`src/rtl/mxv_row_engine_pkg.sv`:
```
// mxv_row_engine_pkg: shared constants, types and state encoding for the row engine
package mxv_row_engine_pkg;
  localparam int DATA_W = 8;
  localparam int MAX_N = 8;
  localparam int ACC_W = 19;
  localparam int IDX_W = 3;
  localparam logic TRUE = 1'b1;
  localparam logic FALSE = 1'b0;
  typedef logic [3:0] nibble_t;
  typedef logic [DATA_W-1:0] data_t;
  typedef logic [ACC_W-1:0] acc_t;
  typedef logic [IDX_W-1:0] idx_t;
  typedef enum logic [1:0] {IDLE, WAIT_RDY, MAC, DONE} state_t;
  function automatic logic n_ok(nibble_t n);
    return (n != 4'd0) && (n <= nibble_t'(MAX_N));
  endfunction
endpackage

```
`src/rtl/mxv_row_engine_if.sv`:
```
// mxv_row_engine_if: M FIFO read side and V register-file read port seen by the engine
interface mxv_row_engine_if;
  import mxv_row_engine_pkg::*;
  logic m_ready;
  logic m_empty;
  data_t m_data;
  logic m_pop;
  idx_t v_addr;
  data_t v_data;
  modport master (input m_ready, m_empty, m_data, v_data, output m_pop, v_addr);
  modport slave (output m_ready, m_empty, m_data, v_data, input m_pop, v_addr);
endinterface

```
`src/rtl/mxv_row_engine_mac.sv`:
```
// mxv_row_engine_mac: unsigned multiply-accumulate with row clear; sum is the running dot product including this cycle's term
module mxv_row_engine_mac
  import mxv_row_engine_pkg::*;
(
  input  logic  clk,
  input  logic  rst,
  input  logic  clr,
  input  logic  en,
  input  data_t a,
  input  data_t b,
  output acc_t  sum
);
  acc_t acc;
  logic [2*DATA_W-1:0] prod;
  assign prod = {{DATA_W{1'b0}}, a} * {{DATA_W{1'b0}}, b};
  assign sum = acc + ACC_W'(prod);
  // Accumulator: cleared when a row closes, otherwise adds the product on each pop
  always_ff @(posedge clk or negedge rst) begin
    if (!rst) acc <= '0;
    else if (clr) acc <= '0;
    else if (en) acc <= sum;
  end
endmodule

```
`src/rtl/mxv_row_engine.sv`:
```
// mxv_row_engine: pops an N x N matrix row-major from the M FIFO and emits one dot product with V per row
module mxv_row_engine
  import mxv_row_engine_pkg::*;
(
  input  logic               clk,
  input  logic               rst,
  input  logic               start,
  input  nibble_t            N,
  mxv_row_engine_if.master   fifo,
  output acc_t               result,
  output logic               result_valid,
  output idx_t               row_idx,
  output logic               busy,
  output logic               done,
  output logic               err
);
  state_t state;
  nibble_t n_lat;
  idx_t col, row, last;
  logic pop, row_end;
  acc_t sum;
  assign last = idx_t'(n_lat - 4'd1);
  assign pop = (state == MAC) && !fifo.m_empty;
  assign row_end = pop && (col == last);
  assign fifo.m_pop = pop;
  assign fifo.v_addr = col;
  mxv_row_engine_mac u_mac (
    .clk (clk),
    .rst (rst),
    .clr (row_end),
    .en  (pop),
    .a   (fifo.m_data),
    .b   (fifo.v_data),
    .sum (sum)
  );
  // Control FSM with row/column counters and registered status pulses
  always_ff @(posedge clk or negedge rst) begin
    if (!rst) begin
      state <= IDLE;
      n_lat <= '0;
      col <= '0;
      row <= '0;
      result <= '0;
      row_idx <= '0;
      result_valid <= FALSE;
      busy <= FALSE;
      done <= FALSE;
      err <= FALSE;
    end else begin
      result_valid <= FALSE;
      done <= FALSE;
      err <= FALSE;
      case (state)
        IDLE: if (start) begin
          if (n_ok(N)) begin
            n_lat <= N;
            busy <= TRUE;
            state <= WAIT_RDY;
          end else err <= TRUE;
        end
        WAIT_RDY: if (fifo.m_ready) state <= MAC;
        MAC: if (pop) begin
          col <= row_end ? '0 : col + 3'd1;
          if (row_end) begin
            result <= sum;
            row_idx <= row;
            result_valid <= TRUE;
            row <= (row == last) ? '0 : row + 3'd1;
            state <= (row == last) ? DONE : MAC;
          end
        end
        DONE: begin
          done <= TRUE;
          busy <= FALSE;
          row <= '0;
          state <= IDLE;
        end
        default: state <= IDLE;
      endcase
    end
  end
endmodule

```
`src/flat_wrapper.sv`:
```
// flat-port wrapper written by rule: the top's interface ports become plain ports
module mxv_row_engine_flat import mxv_row_engine_pkg::*;
  (clk, rst, start, N, result, result_valid, row_idx, busy, done, err, fifo_m_ready, fifo_m_empty, fifo_m_data, fifo_v_data, fifo_m_pop, fifo_v_addr);
  mxv_row_engine_if fifo_i ();
  input  logic clk;
  input  logic rst;
  input  logic start;
  input  nibble_t N;
  output acc_t result;
  output logic result_valid;
  output idx_t row_idx;
  output logic busy;
  output logic done;
  output logic err;
  input wire logic [$bits(fifo_i.m_ready)-1:0] fifo_m_ready;
  input wire logic [$bits(fifo_i.m_empty)-1:0] fifo_m_empty;
  input wire logic [$bits(fifo_i.m_data)-1:0] fifo_m_data;
  input wire logic [$bits(fifo_i.v_data)-1:0] fifo_v_data;
  output wire logic [$bits(fifo_i.m_pop)-1:0] fifo_m_pop;
  output wire logic [$bits(fifo_i.v_addr)-1:0] fifo_v_addr;
  assign fifo_i.m_ready = fifo_m_ready;
  assign fifo_i.m_empty = fifo_m_empty;
  assign fifo_i.m_data = fifo_m_data;
  assign fifo_i.v_data = fifo_v_data;
  assign fifo_m_pop = fifo_i.m_pop;
  assign fifo_v_addr = fifo_i.v_addr;
  mxv_row_engine u_core (.clk(clk), .rst(rst), .start(start), .N(N), .fifo(fifo_i), .result(result), .result_valid(result_valid), .row_idx(row_idx), .busy(busy), .done(done), .err(err));
endmodule
```
`config.mk`:
```
export PLATFORM = sky130hd
export DESIGN_NAME = mxv_row_engine_flat
export DESIGN_NICKNAME = d
export VERILOG_FILES = /design/src/rtl/mxv_row_engine_pkg.sv /design/src/rtl/mxv_row_engine_if.sv /design/src/rtl/mxv_row_engine_mac.sv /design/src/rtl/mxv_row_engine.sv /design/src/flat_wrapper.sv
export SDC_FILE = /design/constraint.sdc
export NUM_CORES = 1
export LEC_CHECK = 0
export BUFFER_PORTS_ARGS = -buffer_cell sky130_fd_sc_hd__buf_4
export CORE_ASPECT_RATIO = 2
export CORE_MARGIN = 3
export CORE_UTILIZATION = 45
export CTS_BUF_LIST = sky130_fd_sc_hd__clkbuf_4 sky130_fd_sc_hd__clkbuf_8
export DETAILED_ROUTE_END_ITERATION = 10
export PLACE_DENSITY = 0.68
export SLEW_MARGIN = 15
export SYNTH_ARGS = -nofsm -noshare
export SYNTH_HDL_FRONTEND = slang
export SYNTH_SLANG_ARGS = --single-unit
```
`constraint.sdc`:
```
create_clock -name clk -period 4.3 [get_ports clk]
set_input_delay 0.86 -clock clk [delete_from_list [all_inputs] [get_ports clk]]
set_output_delay 0.86 -clock clk [all_outputs]
set_load 0.02 [all_outputs]
```
After elaboration in Yosys (flattened, before gate mapping)
Index checks and enable logic that the tools add are counted.

operators by class
  $add $sub $neg = 4
  reduce and logical (&&, ||, !) cells = 15
  eq/ne operators = 10
  multiplexer cells = 24
  $mul = 1
  magnitude comparators = 1

operator list
  operator             count
  $mux 19              2
  $add 19x16->19       1
  $mul 8x8->16         1
  $mux 3               4
  $reduce_and 3->1     4
  $mux 1               10
  $mux 2               5
  $pmux 2 s4           1
  $add 3x1->3 const B  2
  $eq 3x3->1           2
  $ne 2x1->1 const B   3
  $pmux 3 s2           1
  $reduce_bool 2->1    3
  $reduce_and 5->1     1
  $eq 2x2->1 const B   2
  $le 4x4->1 const B   1
  $ne 2x2->1 const B   2
  $reduce_bool 4->1    1
  $logic_and 1x1->1    3
  $sub 3x1->3 const B  1
  $eq 2x1->1 const B   1
  $logic_not 2->1      1
  $pmux 1 s2           1
  $reduce_and 2->1     1
  $logic_not 1->1      1

word-level totals
  flip-flop bits (word level) = 56
  logic and storage cells = 66

Longest topological paths before layout
Gate-level depths: netlist (run 1).

  depth in word-level cells = 6
  gate-level depth with buffers = 16
  depth with buffers taken out = 16

Modules after synthesis
From an unflattened synthesis (run 1), not the netlist that was laid out.

second synthesis, totals
  cell total of the unflattened synthesis = 614
  area, all modules = 5477.8 um^2

modules (own cells, without submodules)
  module              cells each  area each (um^2)  instances
  mxv_row_engine_mac  441         3789.9            1
  mxv_row_engine      173         1687.9            1

Worst setup path before layout (run 1)
Ideal clock, no wire load.

  kind = input port to flip-flop
  start point = input fifo_m_data[3]
  end point = register u_core.u_mac.acc[16]
  stages = 13
  setup slack = -374 ps
  data arrival time = 4578 ps
  setup time = 96 ps
  data required time = 4204 ps
  path buffers = 1
  cell sequence = and2_1 > fa_1 > fa_1 > fa_1 > inv_1 > fa_1 > inv_1 > ha_1 > clkbuf_1 > nand4_1 > a2111o_1 > and3_1 > o31ai_1

on the way
  longest elaborated chain between the ends = 4

RTL lines
  item                  RTL line                  text
  start, declared       flat_wrapper.sv:17        input wire logic [$bits(fifo_i.m_data)-1:0] fifo_m_data;
  $mul 8x8->16          mxv_row_engine_mac.sv:15  assign prod = {{DATA_W{1'b0}}, a} * {{DATA_W{1'b0}}, b};
  $add 19x16->19        mxv_row_engine_mac.sv:16  assign sum = acc + ACC_W'(prod);
  $mux 19               mxv_row_engine_mac.sv:21  else if (en) acc <= sum;
  $mux 19               mxv_row_engine_mac.sv:20  else if (clr) acc <= '0;
  end signal, assigned  mxv_row_engine_mac.sv:21
  end, declared         mxv_row_engine_mac.sv:13  acc_t acc;

No other way between the ends. The select of a mux whose other input is x is not followed.
A chain may end at the register's enable or synchronous reset.

Worst setup path in the final report (run 1)
  start point = input fifo_v_data[7]
  end point = register u_core.result[10]

on the way
  longest elaborated chain between the ends = 2

RTL lines
  item                  RTL line                  text
  start, declared       flat_wrapper.sv:18        input wire logic [$bits(fifo_i.v_data)-1:0] fifo_v_data;
  $mul 8x8->16          mxv_row_engine_mac.sv:15
  $add 19x16->19        mxv_row_engine_mac.sv:16
  end signal, assigned  mxv_row_engine.sv:65      result <= sum;
  end, declared         mxv_row_engine.sv:10      output acc_t result,

No other way between the ends.

==> results of run 1 <==
[worst max-delay path by stage]
stage	from	end	slack, ns	cells past startpoint
finish	fifo_v_data[7]	u_core.result[10]	-0.04	15
global route	fifo_m_data[3]	u_core.u_mac.acc[13]	-0.16	15
CTS	fifo_m_data[6]	u_core.result[10]	-0.002	15
detailed placement	fifo_m_data[4]	u_core.result[18]	-0.63	16
global placement	fifo_m_data[4]	u_core.result[18]	-0.50	16
floorplan	fifo_v_data[4]	u_core.result[16]	-0.09	13
[area by class of cell]
cell class                      count  area, um^2  share of cell area [%]
Inverter                          107         402                    6.06
Tap cell                          140         175                    2.64
Sequential cell                    56        1400                    21.1
Clock buffer                        5        68.8                    1.04
Multi-Input combinational cell    381        3690                    55.7
Timing Repair Buffer              103         868                    13.1
Clock inverter                      3        22.5                   0.340
[per-layer routing]
metal	wire length, um	part of all wire (%)
met5	0	0
met4	628	4.6
met3	362	2.7
met2	7730	57
met1	4910	36
[worst reg2reg max path, delay by kind of cell (launching register included)]
family | cells | cell delay [ns]
and+or+nand+nor | 1 | 0.31
adders and majority gates | 5 | 2.28
buffers and inverters | 4 | 0.20
AOI/OAI and AO/OA | 4 | 0.84
DFF | 1 | 0.38
[cells by family (layout without fill, tap and decap cells)]
logic type,count (synthesis),after routing,share of synthesized area (%)
AND/OR/NAND/NOR,171,171,15.8
AO/OA/AOI/OAI,88,88,11.7
buffers and inverters,121,218,9.29
flip-flops,56,56,27.2
XOR/XNOR,14,14,2.67
multiplexers,9,9,1.94
adder cells (fa/ha/maj),99,99,31.4
[sequential cells by signal (all words and copies together), names as in the netlist]
signal               cells
u_core.err               1
u_core.row               3
u_core.result           19
u_core.busy              1
u_core.n_lat             3
u_core.row_idx           3
u_core.result_valid      1
u_core.done              1
u_core.fifo.v_addr       3
u_core.state             2
u_core.u_mac.acc        19
[cells in the mapped netlist (all sizes together), types with 2 or more instances]
master / n / area (um^2)
nor2: 9 / 33.8
nand3: 7 / 35.0
fa: 50 / 1000
a22o: 6 / 52.6
nand4: 10 / 62.6
nand2: 90 / 338
a21oi: 19 / 95.1
clkbuf: 7 / 26.3
nor3: 3 / 15.0
xor2: 4 / 35.0
o31ai: 8 / 60.1
a21o: 5 / 37.5
dfrtp: 56 / 1400
a211o: 10 / 87.6
nand2b: 4 / 25.0
mux2: 8 / 90.1
ha: 49 / 613
xnor2: 9 / 78.8
o211ai: 4 / 30.0
and3: 3 / 18.8
inv: 106 / 398
a211oi: 2 / 15.0
a21boi: 3 / 22.5
and2: 39 / 244
o21ai: 18 / 90.1
a32o: 2 / 20.0
buf: 7 / 50.1
o21bai: 2 / 15.0
[what timing repair did]
item                                    in CTS  in global routing
hold buffers                                 0                  0
setup buffers                                2                  4
endpoints found under the setup margin      18                 20
pin swaps                                   31                 39
resized for setup                           40                 63
[per-stage QoR]
stage	area, um^2	TNS (ns)	utilization (%)	hold slack, ns
after floorplan	5270	-0.173	-	0.449
after global routing	6630	-1.66	60.2	0.527
after CTS	6360	-0.00230	57.7	0.497
after detailed placement	6100	-9.06	55.4	0.468
after global placement	6100	-7.96	55.4	0.461
final	6630	-0.185	60.2	0.497
==> run_results.csv, run 1 <==
group,metric,value,unit
logic_synthesis,synth_cell_types,51,
routing,drc,0,
cells_and_area,n_fill_cell,946,
place,hpwl,10600,um
timing,tightestPinTransition,0.974,ns
timing,fin_ws,-0.0389,ns
setup_path,rrSetupSlack,0.19,ns
floorplan,fp.dieW,81.6,um
timing,fin_worst_skew,0.0174,ns
place,place.gp.congestion,0.967,
logic_synthesis,synth-main-ff-cell,"dfrtp_1",
routing,dr.first_iter.drc_count,137,
cells_and_area,area_delta_synth_final,28.9,%
global_routing,grt_usage,22.2,%
logic_synthesis,syn_nets,682,
worst_hold_path,hold_path_class,"flop to flop",
logic_synthesis,ys_async_sr_fraction,100,%
floorplan,initial_utilization,46.7,%
cells_and_area,drive_above_1_share,30.1,%
setup_path,cpPeakStageDelay,0.59,ns
worst_hold_path,min_to,"u_core.row_idx[1]",
place,portBuffers,54,
setup_path,cp_top_family,"adder cells",
floorplan,fp.coreArea,11000,um^2
timing,rsz0062_at_grt,"yes",
cells_and_area,layout_commonest_cell,"inv_1",
setup_path,required,4.52,ns
worst_hold_path,worstHoldStart,"u_core.row_idx[1]",
cells_and_area,diodes,0,
clock_network,clock_latency,0.34,ns
worst_hold_path,min_path_cells,2,
clock_network,cts.sinks,56,
setup_path,endpoint_kind,"flop",
cells_and_area,layout.nets,778,
setup_path,cp_num_buf_inv,4,
timing,final_max_slew_viol_count,0,
logic_synthesis,synth_area,5150,um^2
cells_and_area,final_cell_mix,"inv_1 (96), buf_4 (90), nand2_1 (81)",
run_status,violations,"negative setup slack",
place,pre_cts_slack,-0.629,ns
global_routing,grt-ovfl-total,0,
global_routing,grtUsageMet2,42.1,%
routing,ant_nets,0,
clock_network,root_buffer,"clkbuf_8",
clock_network,ctsHtreeMaxLevel,2,
floorplan,ios,55,
timing,min_period,4.34,ns
logic_synthesis,avgSynthCellArea,9.22,um^2
setup_path,cp-start-kind,"input port",
logic_synthesis,synth_edf_count,0,
job,maxCapViolations,0,
setup_path,regToRegEndpoint,"u_core.result[11]",
cells_and_area,instances_no_fill,795,
timing,report.final.hold_viol_count,0,
timing,fmax,230,MHz
logic_synthesis,seq_area_frac_synth,27.2,%
logic_synthesis,yosysWarningCount,0,
clock_network,numCtsBuffers,5,
clock_network,cts_max_path_buffers,2,
global_routing,grtUsageMet1,23.6,%
setup_path,critPathKind,"input port to flop",
timing,maxSlewHeadroom,35.0,%
global_routing,grt_pass1_wl,21900,um
setup_path,r2r-start,"u_core.u_mac.acc[6]",
setup_path,crit_chain,"buf_4, and2_4, fa_2, fa_2, fa_1, inv_2, fa_1, inv_2, ha_4, nand2_4, a211oi_4, buf_4, nor2_2, xnor2_1, mux2_4",
setup_path,reg2regPathDepth,14,
routing,routed_via_density,5.28,
timing,fin_crit_sh,101,%
routing,dr_total_vias,4195,
floorplan,row_count,54,
floorplan,die_y,157,um
global_routing,gr-max-usage-layer,"met2",
routing,wl_per_cell,17.1,um
setup_path,path_max_fanout,7,
logic_synthesis,synth_cells,558,
global_routing,grt_max_degree,57,
routing,first_pass_iters,6,
routing,wl,13600,um
logic_synthesis,ys_ff_latch,56,
global_routing,grt_pass1_vias,4542,
clock_network,clk_pin_slew,0.11,ns
setup_path,worst_path_max_delay_cell,"fa_2",
run_status,status,"finished with violations",
global_routing,gr-usage-met3,2.23,%
timing,final-setup-viol-count,7,
floorplan,die_area,12800,um^2
place,placed_cells,783,
global_routing,antenna_found_initial,0,
setup_path,arrival,4.56,ns
clock_network,cts_tree,"built",
Power of run 1 is not shown: default switching activity piles up to over one toggle a cycle in this logic, so the estimate is an artifact.
==> run 2: changes to the inputs <==
--- a/config.mk
+++ b/config.mk
@@ -6,12 +6,13 @@
 export NUM_CORES = 1
 export LEC_CHECK = 0
 export BUFFER_PORTS_ARGS = -buffer_cell sky130_fd_sc_hd__buf_4
-export CORE_ASPECT_RATIO = 2
+export CORE_ASPECT_RATIO = 0.75
 export CORE_MARGIN = 3
 export CORE_UTILIZATION = 45
 export CTS_BUF_LIST = sky130_fd_sc_hd__clkbuf_4 sky130_fd_sc_hd__clkbuf_8
 export DETAILED_ROUTE_END_ITERATION = 10
 export PLACE_DENSITY = 0.68
+export SKIP_LAST_GASP = 1
 export SLEW_MARGIN = 15
 export SYNTH_ARGS = -nofsm -noshare
 export SYNTH_HDL_FRONTEND = slang
==> run 2 against run 1 <==
The flow still finishes with violations (negative setup slack). Core utilization is 0.73 points lower. Clock skew is 0.0092 ns lower. Sequential cell count stayed put. Critical path depth stayed put. Highest routed layer unchanged.
==> run_results.csv, run 2 (synthesized netlist as in run 1, its figures left out) <==
group,metric,value,unit
floorplan,die_y,98.6,um
setup_path,critPathKind,"input port to flop",
clock_network,root_buffer,"clkbuf_8",
clock_network,cts.sinks,56,
timing,fin_crit_sh,100,%
clock_network,cts_max_path_buffers,2,
routing,wl,12400,um
setup_path,r2r-start,"u_core.u_mac.acc[6]",
cells_and_area,layout_commonest_cell,"inv_1",
routing,drc,0,
setup_path,required,4.53,ns
global_routing,grt_usage,19.7,%
floorplan,die_area,12800,um^2
timing,fin_ws,-0.0109,ns
cells_and_area,final_cell_mix,"inv_1 (100), buf_4 (87), nand2_1 (84)",
setup_path,arrival,4.54,ns
cells_and_area,drive_above_1_share,27.8,%
global_routing,grt_max_degree,57,
timing,whs,0.501,ns
global_routing,antenna_found_initial,0,
routing,dr_total_vias,4236,
floorplan,ios,55,
floorplan,initial_utilization,46.7,%
setup_path,cp-start-kind,"input port",
timing,tightestPinTransition,1.03,ns
cells_and_area,area_delta_synth_final,27.4,%
setup_path,path_max_fanout,6,
place,hpwl,9690,um
timing,finalSetupTns,-0.0159,ns
place,portBuffers,54,
timing,maxSlewHeadroom,31.1,%
clock_network,clock_latency,0.32,ns
clock_network,clk_pin_slew,0.11,ns
worst_hold_path,worstHoldStart,"u_core.u_mac.acc[6]",
setup_path,cp-startpoint,"fifo_v_data[7]",
clock_network,numCtsBuffers,5,
timing,rsz0062_at_grt,"yes",
timing,final_max_slew_viol_count,0,
floorplan,fp.coreArea,11000,um^2
clock_network,ctsHtreeMaxLevel,2,
routing,wl_per_cell,15.6,um
clock_network,cts_hold_buf,0,
timing,fin_worst_skew,0.00819,ns
cells_and_area,layout.nets,777,
job,maxCapViolations,0,
cells_and_area,diodes,0,
timing,report.final.hold_viol_count,0,
run_status,violations,"negative setup slack",
global_routing,grt_pass1_wl,20300,um
setup_path,endpoint_kind,"flop",
worst_hold_path,hold_path_class,"flop to flop",
global_routing,grt_pass1_vias,4175,
cells_and_area,n_fill_cell,948,
clock_network,cts_tree,"built",
place,place.gp.congestion,0.892,
floorplan,fp.dieW,129,um
floorplan,row_count,33,
routing,first_pass_iters,5,
run_status,status,"finished with violations",
cells_and_area,reg_top3,"u_core.result: 19 flops, u_core.u_mac.acc: 19 flops",
routing,dr.first_iter.drc_count,310,
timing,final-setup-viol-count,2,
routing,routed_via_density,5.34,
routing,ant_nets,0,
timing,fmax,232,MHz
timing,min_period,4.31,ns
global_routing,grt-ovfl-total,0,
[run 2: cell count changes in the layout (fill, tap and decap cells not counted), sizes merged]
cell | before | now
clkinv | 3 | 2
clkinvlp | 0 | 1
buf | 103 | 102
[run 2: what timing repair did]
item,CTS,global route
setup buffers,1,8
pin swaps,14,43
cloned,0,0
setup endpoints to repair,15,18
resized for setup,20,60
[run 2: worst max-delay path, stage by stage]
cell and delay, ns:
buf_12 0.11, and2_4 0.15, fa_1 0.56, fa_2 0.45, fa_1 0.48, inv_1 0.05
fa_1 0.48, inv_2 0.05, ha_4 0.28, o211ai_1 0.12, buf_4 0.17, a21oi_4 0.17
o2111ai_4 0.17, a211o_1 0.33, o211ai_1 0.10
[run 2: final timing paths]
path	endpoint	slack, ns	depth (start not counted)
max reg2reg	u_core.result[16]	0.27	14
min in group asynchronous	u_core.result[3]	0.57	1
max	u_core.u_mac.acc[13]	-0.01	15
max in group asynchronous	u_core.n_lat[0]	3.27	1
min reg2reg	u_core.u_mac.acc[6]	0.50	2
min	u_core.u_mac.acc[6]	0.50	2
[run 2: area by class of cell]
cell class | instances | area [um^2] | share of cell area (%)
Sequential cell | 56 | 1400 | 21.4
Clock inverter | 3 | 27.5 | 0.420
Inverter | 107 | 402 | 6.12
Timing Repair Buffer | 102 | 846 | 12.9
Multi-Input combinational cell | 381 | 3640 | 55.5
Clock buffer | 5 | 68.8 | 1.05
Tap cell | 140 | 175 | 2.67
[run 2: layer usage]
metal	wire length (um)	vias to the layer above	GRT usage [%]
li1	-	1994	-
met1	5650	2125	29.1
met2	5970	106	31.6
met3	677	11	3.14
met4	80	0	2.56
met5	0	-	0
[run 2: stage by stage]
| step | setup WS (ns) | std cells | utilization [%] | cell area (um^2) |
|---|---|---|---|---|
| floorplan | -0.0906 | 558 | - | 5270 |
| global placement | -0.428 | 779 | 55.1 | 6070 |
| detailed placement | -0.433 | 779 | 55.1 | 6070 |
| CTS | -0.0581 | 788 | 56.7 | 6250 |
| global route | -0.147 | 794 | 59.5 | 6560 |
| finish | -0.0109 | 794 | 59.5 | 6560 |
Power of run 2 is left out for the same reason.
==> run 3: changes to the inputs <==
==> constraint.sdc (replaced) <==
create_clock -name clk -period 4.3 [get_ports clk]
set_input_delay 0.86 -clock clk [delete_from_list [all_inputs] [get_ports clk]]
set_output_delay 0.86 -clock clk [all_outputs]
set_load 0.1 [all_outputs]
==> run 3 against run 2 <==
Highest routed layer unchanged. Core utilization increased by 0.26 points. Via count decreased by 2.8%. First-iteration DRC count shrank 21%. Non-clock buffer count is the same. Clock skew increased by 0.0042 ns. Final cell count did not move. Worst setup slack gained 0.0022 ns. Critical path depth shrank 1. The run still ends with negative setup slack left. Die area did not move. Sequential share of layout area shrank 0.093 points. Global-route usage shrank 0.076 points.
==> run_results.csv, run 3 (synthesized netlist as in run 1, its figures left out) <==
group,metric,value,unit
run_status,status,"finished with violations",
run_status,violations,"negative setup slack",
setup_path,crit_chain,"buf_12, and2_4, fa_1, inv_1, fa_1, fa_1, fa_1, inv_2, ha_4, nand2_4, a21o_1, a2111o_1, and3_4, o31ai_1",
cells_and_area,stdcell_area,6590,um^2
timing,fmax,232,MHz
timing,rsz0062_at_grt,"yes",
global_routing,gr-usage-met3,3.03,%
timing,min_period,4.31,ns
place,hpwl,9580,um
global_routing,grt-ovfl-total,0,
global_routing,grt_usage,19.6,%
timing,tightestPinTransition,0.955,ns
cells_and_area,n_fill_cell,963,
setup_path,cp-startpoint,"fifo_v_data[2]",
clock_network,clk_pin_slew,0.10,ns
routing,drc,0,
global_routing,grtUsageMet2,31.5,%
cells_and_area,diodes,0,
worst_hold_path,hold_path_class,"flop to flop",
setup_path,rrSetupSlack,0.28,ns
setup_path,cpPeakStageDelay,0.52,ns
floorplan,fp.dieW,129,um
setup_path,cp-start-kind,"input port",
cells_and_area,layout_commonest_cell,"inv_1",
worst_hold_path,min_to,"u_core.row_idx[0]",
place,placed_cells,779,
clock_network,clock_latency,0.32,ns
routing,routed_via_density,5.19,
global_routing,gr-max-usage-layer,"met2",
timing,report.final.hold_viol_count,0,
place,portBuffers,54,
floorplan,die_area,12800,um^2
cells_and_area,reg_top3,"u_core.result: 19 flops, u_core.u_mac.acc: 19 flops",
clock_network,cts_max_path_buffers,2,
clock_network,cts_hold_buf,0,
cells_and_area,layout.nets,777,
cells_and_area,multiInputGateArea,3670,um^2
clock_network,root_buffer,"clkbuf_8",
place,place.gp.congestion,0.894,
global_routing,grtUsageMet1,28.7,%
setup_path,regToRegEndpoint,"u_core.result[16]",
global_routing,grt_pass1_wl,20200,um
setup_path,worst_path_max_delay_cell,"fa_1",
floorplan,initial_utilization,46.7,%
floorplan,fp.coreArea,11000,um^2
cells_and_area,area_delta_synth_final,28.0,%
routing,dr_total_vias,4119,
timing,fin_ws,-0.00871,ns
timing,fin_crit_sh,100,%
setup_path,critPathKind,"input port to flop",
floorplan,die_y,98.6,um
cells_and_area,final_cell_mix,"inv_1 (99), buf_4 (88), nand2_1 (82)",
setup_path,crit_top_cell,"fa_1",
routing,wl_per_cell,15.1,um
routing,dr.first_iter.drc_count,244,
global_routing,grt_pass1_vias,4201,
global_routing,grt_max_degree,57,
job,maxCapViolations,0,
setup_path,endpoint_kind,"flop",
global_routing,antenna_found_initial,0,
routing,wl,12000,um
timing,final_max_slew_viol_count,0,
clock_network,ctsHtreeMaxLevel,2,
timing,fin_worst_skew,0.0124,ns
worst_hold_path,min_path_cells,2,
clock_network,cts.sinks,56,
place,placed_area,6090,um^2
timing,final-setup-viol-count,1,
routing,first_pass_iters,4,
setup_path,reg2regPathDepth,14,
clock_network,cts_tree,"built",
cells_and_area,instances_no_fill,794,
floorplan,ios,55,
setup_path,r2r-start,"u_core.u_mac.acc[6]",
setup_path,arrival,4.54,ns
setup_path,path_max_fanout,7,
setup_path,required,4.54,ns
floorplan,row_count,33,
worst_hold_path,worstHoldStart,"u_core.row_idx[0]",
clock_network,numCtsBuffers,5,
cells_and_area,drive_above_1_share,28.3,%
cells_and_area,seq_area,1400,um^2
timing,maxSlewHeadroom,36.3,%
routing,ant_nets,0,
==> run 3: cell count changes in the layout (fill, tap and decap cells not counted), sizes merged <==
cell	before	now
clkinv	2	3
clkinvlp	1	0
==> run 3: layer usage <==
layer	routed length [um]	vias up
li1	-	1990
met1	5690	2041
met2	5630	78
met3	541	10
met4	101	0
met5	0	-
==> run 3: per-stage QoR <==
| step | setup WS, ns | utilization (%) | TNS (ns) | hold WS, ns |
|---|---|---|---|---|
| after floorplan | -0.0722 | - | -0.280 | 0.449 |
| after global placement | -0.456 | 55.3 | -6.73 | 0.461 |
| after detailed placement | -0.441 | 55.3 | -7.43 | 0.472 |
| after CTS | -0.0503 | 57.0 | -0.170 | 0.498 |
| after global routing | -0.111 | 59.7 | -0.675 | 0.517 |
| final | -0.00871 | 59.7 | -0.00871 | 0.493 |
==> run 3: critical path, delay by kind of cell <==
| family | cells | cell delay (ns) |
|---|---|---|
| fa+ha+maj | 5 | 2.26 |
| compound gates | 3 | 0.82 |
| simple gates | 3 | 0.39 |
| buf+inv | 3 | 0.21 |
==> run 3: worst max path at each step <==
stage | end | depth (start not counted)
2_1_floorplan | u_core.result[16] | 13
3_3_place_gp | u_core.result[10] | 15
3_5_place_dp | u_core.result[10] | 15
4_1_cts | u_core.result[17] | 14
5_1_grt | u_core.result[16] | 16
6_report | u_core.result[16] | 14
==> run 3: repair_timing <==
action	in CTS	in global routing
setup buffers	3	5
setup endpoints to repair	9	20
pin swaps	20	40
gates resized for setup	18	63
==> run 3: final cells by class <==
| cell class | count | area share [%] |
|---|---|---|
| clock buffers | 5 | 1.04 |
| clock inverters | 3 | 0.342 |
| inverters | 107 | 6.10 |
| multi-input cells | 381 | 55.7 |
| flip-flops and latches | 56 | 21.3 |
| well taps | 140 | 2.66 |
| repair buffers | 102 | 12.9 |
Power of run 3 is left out for the same reason.
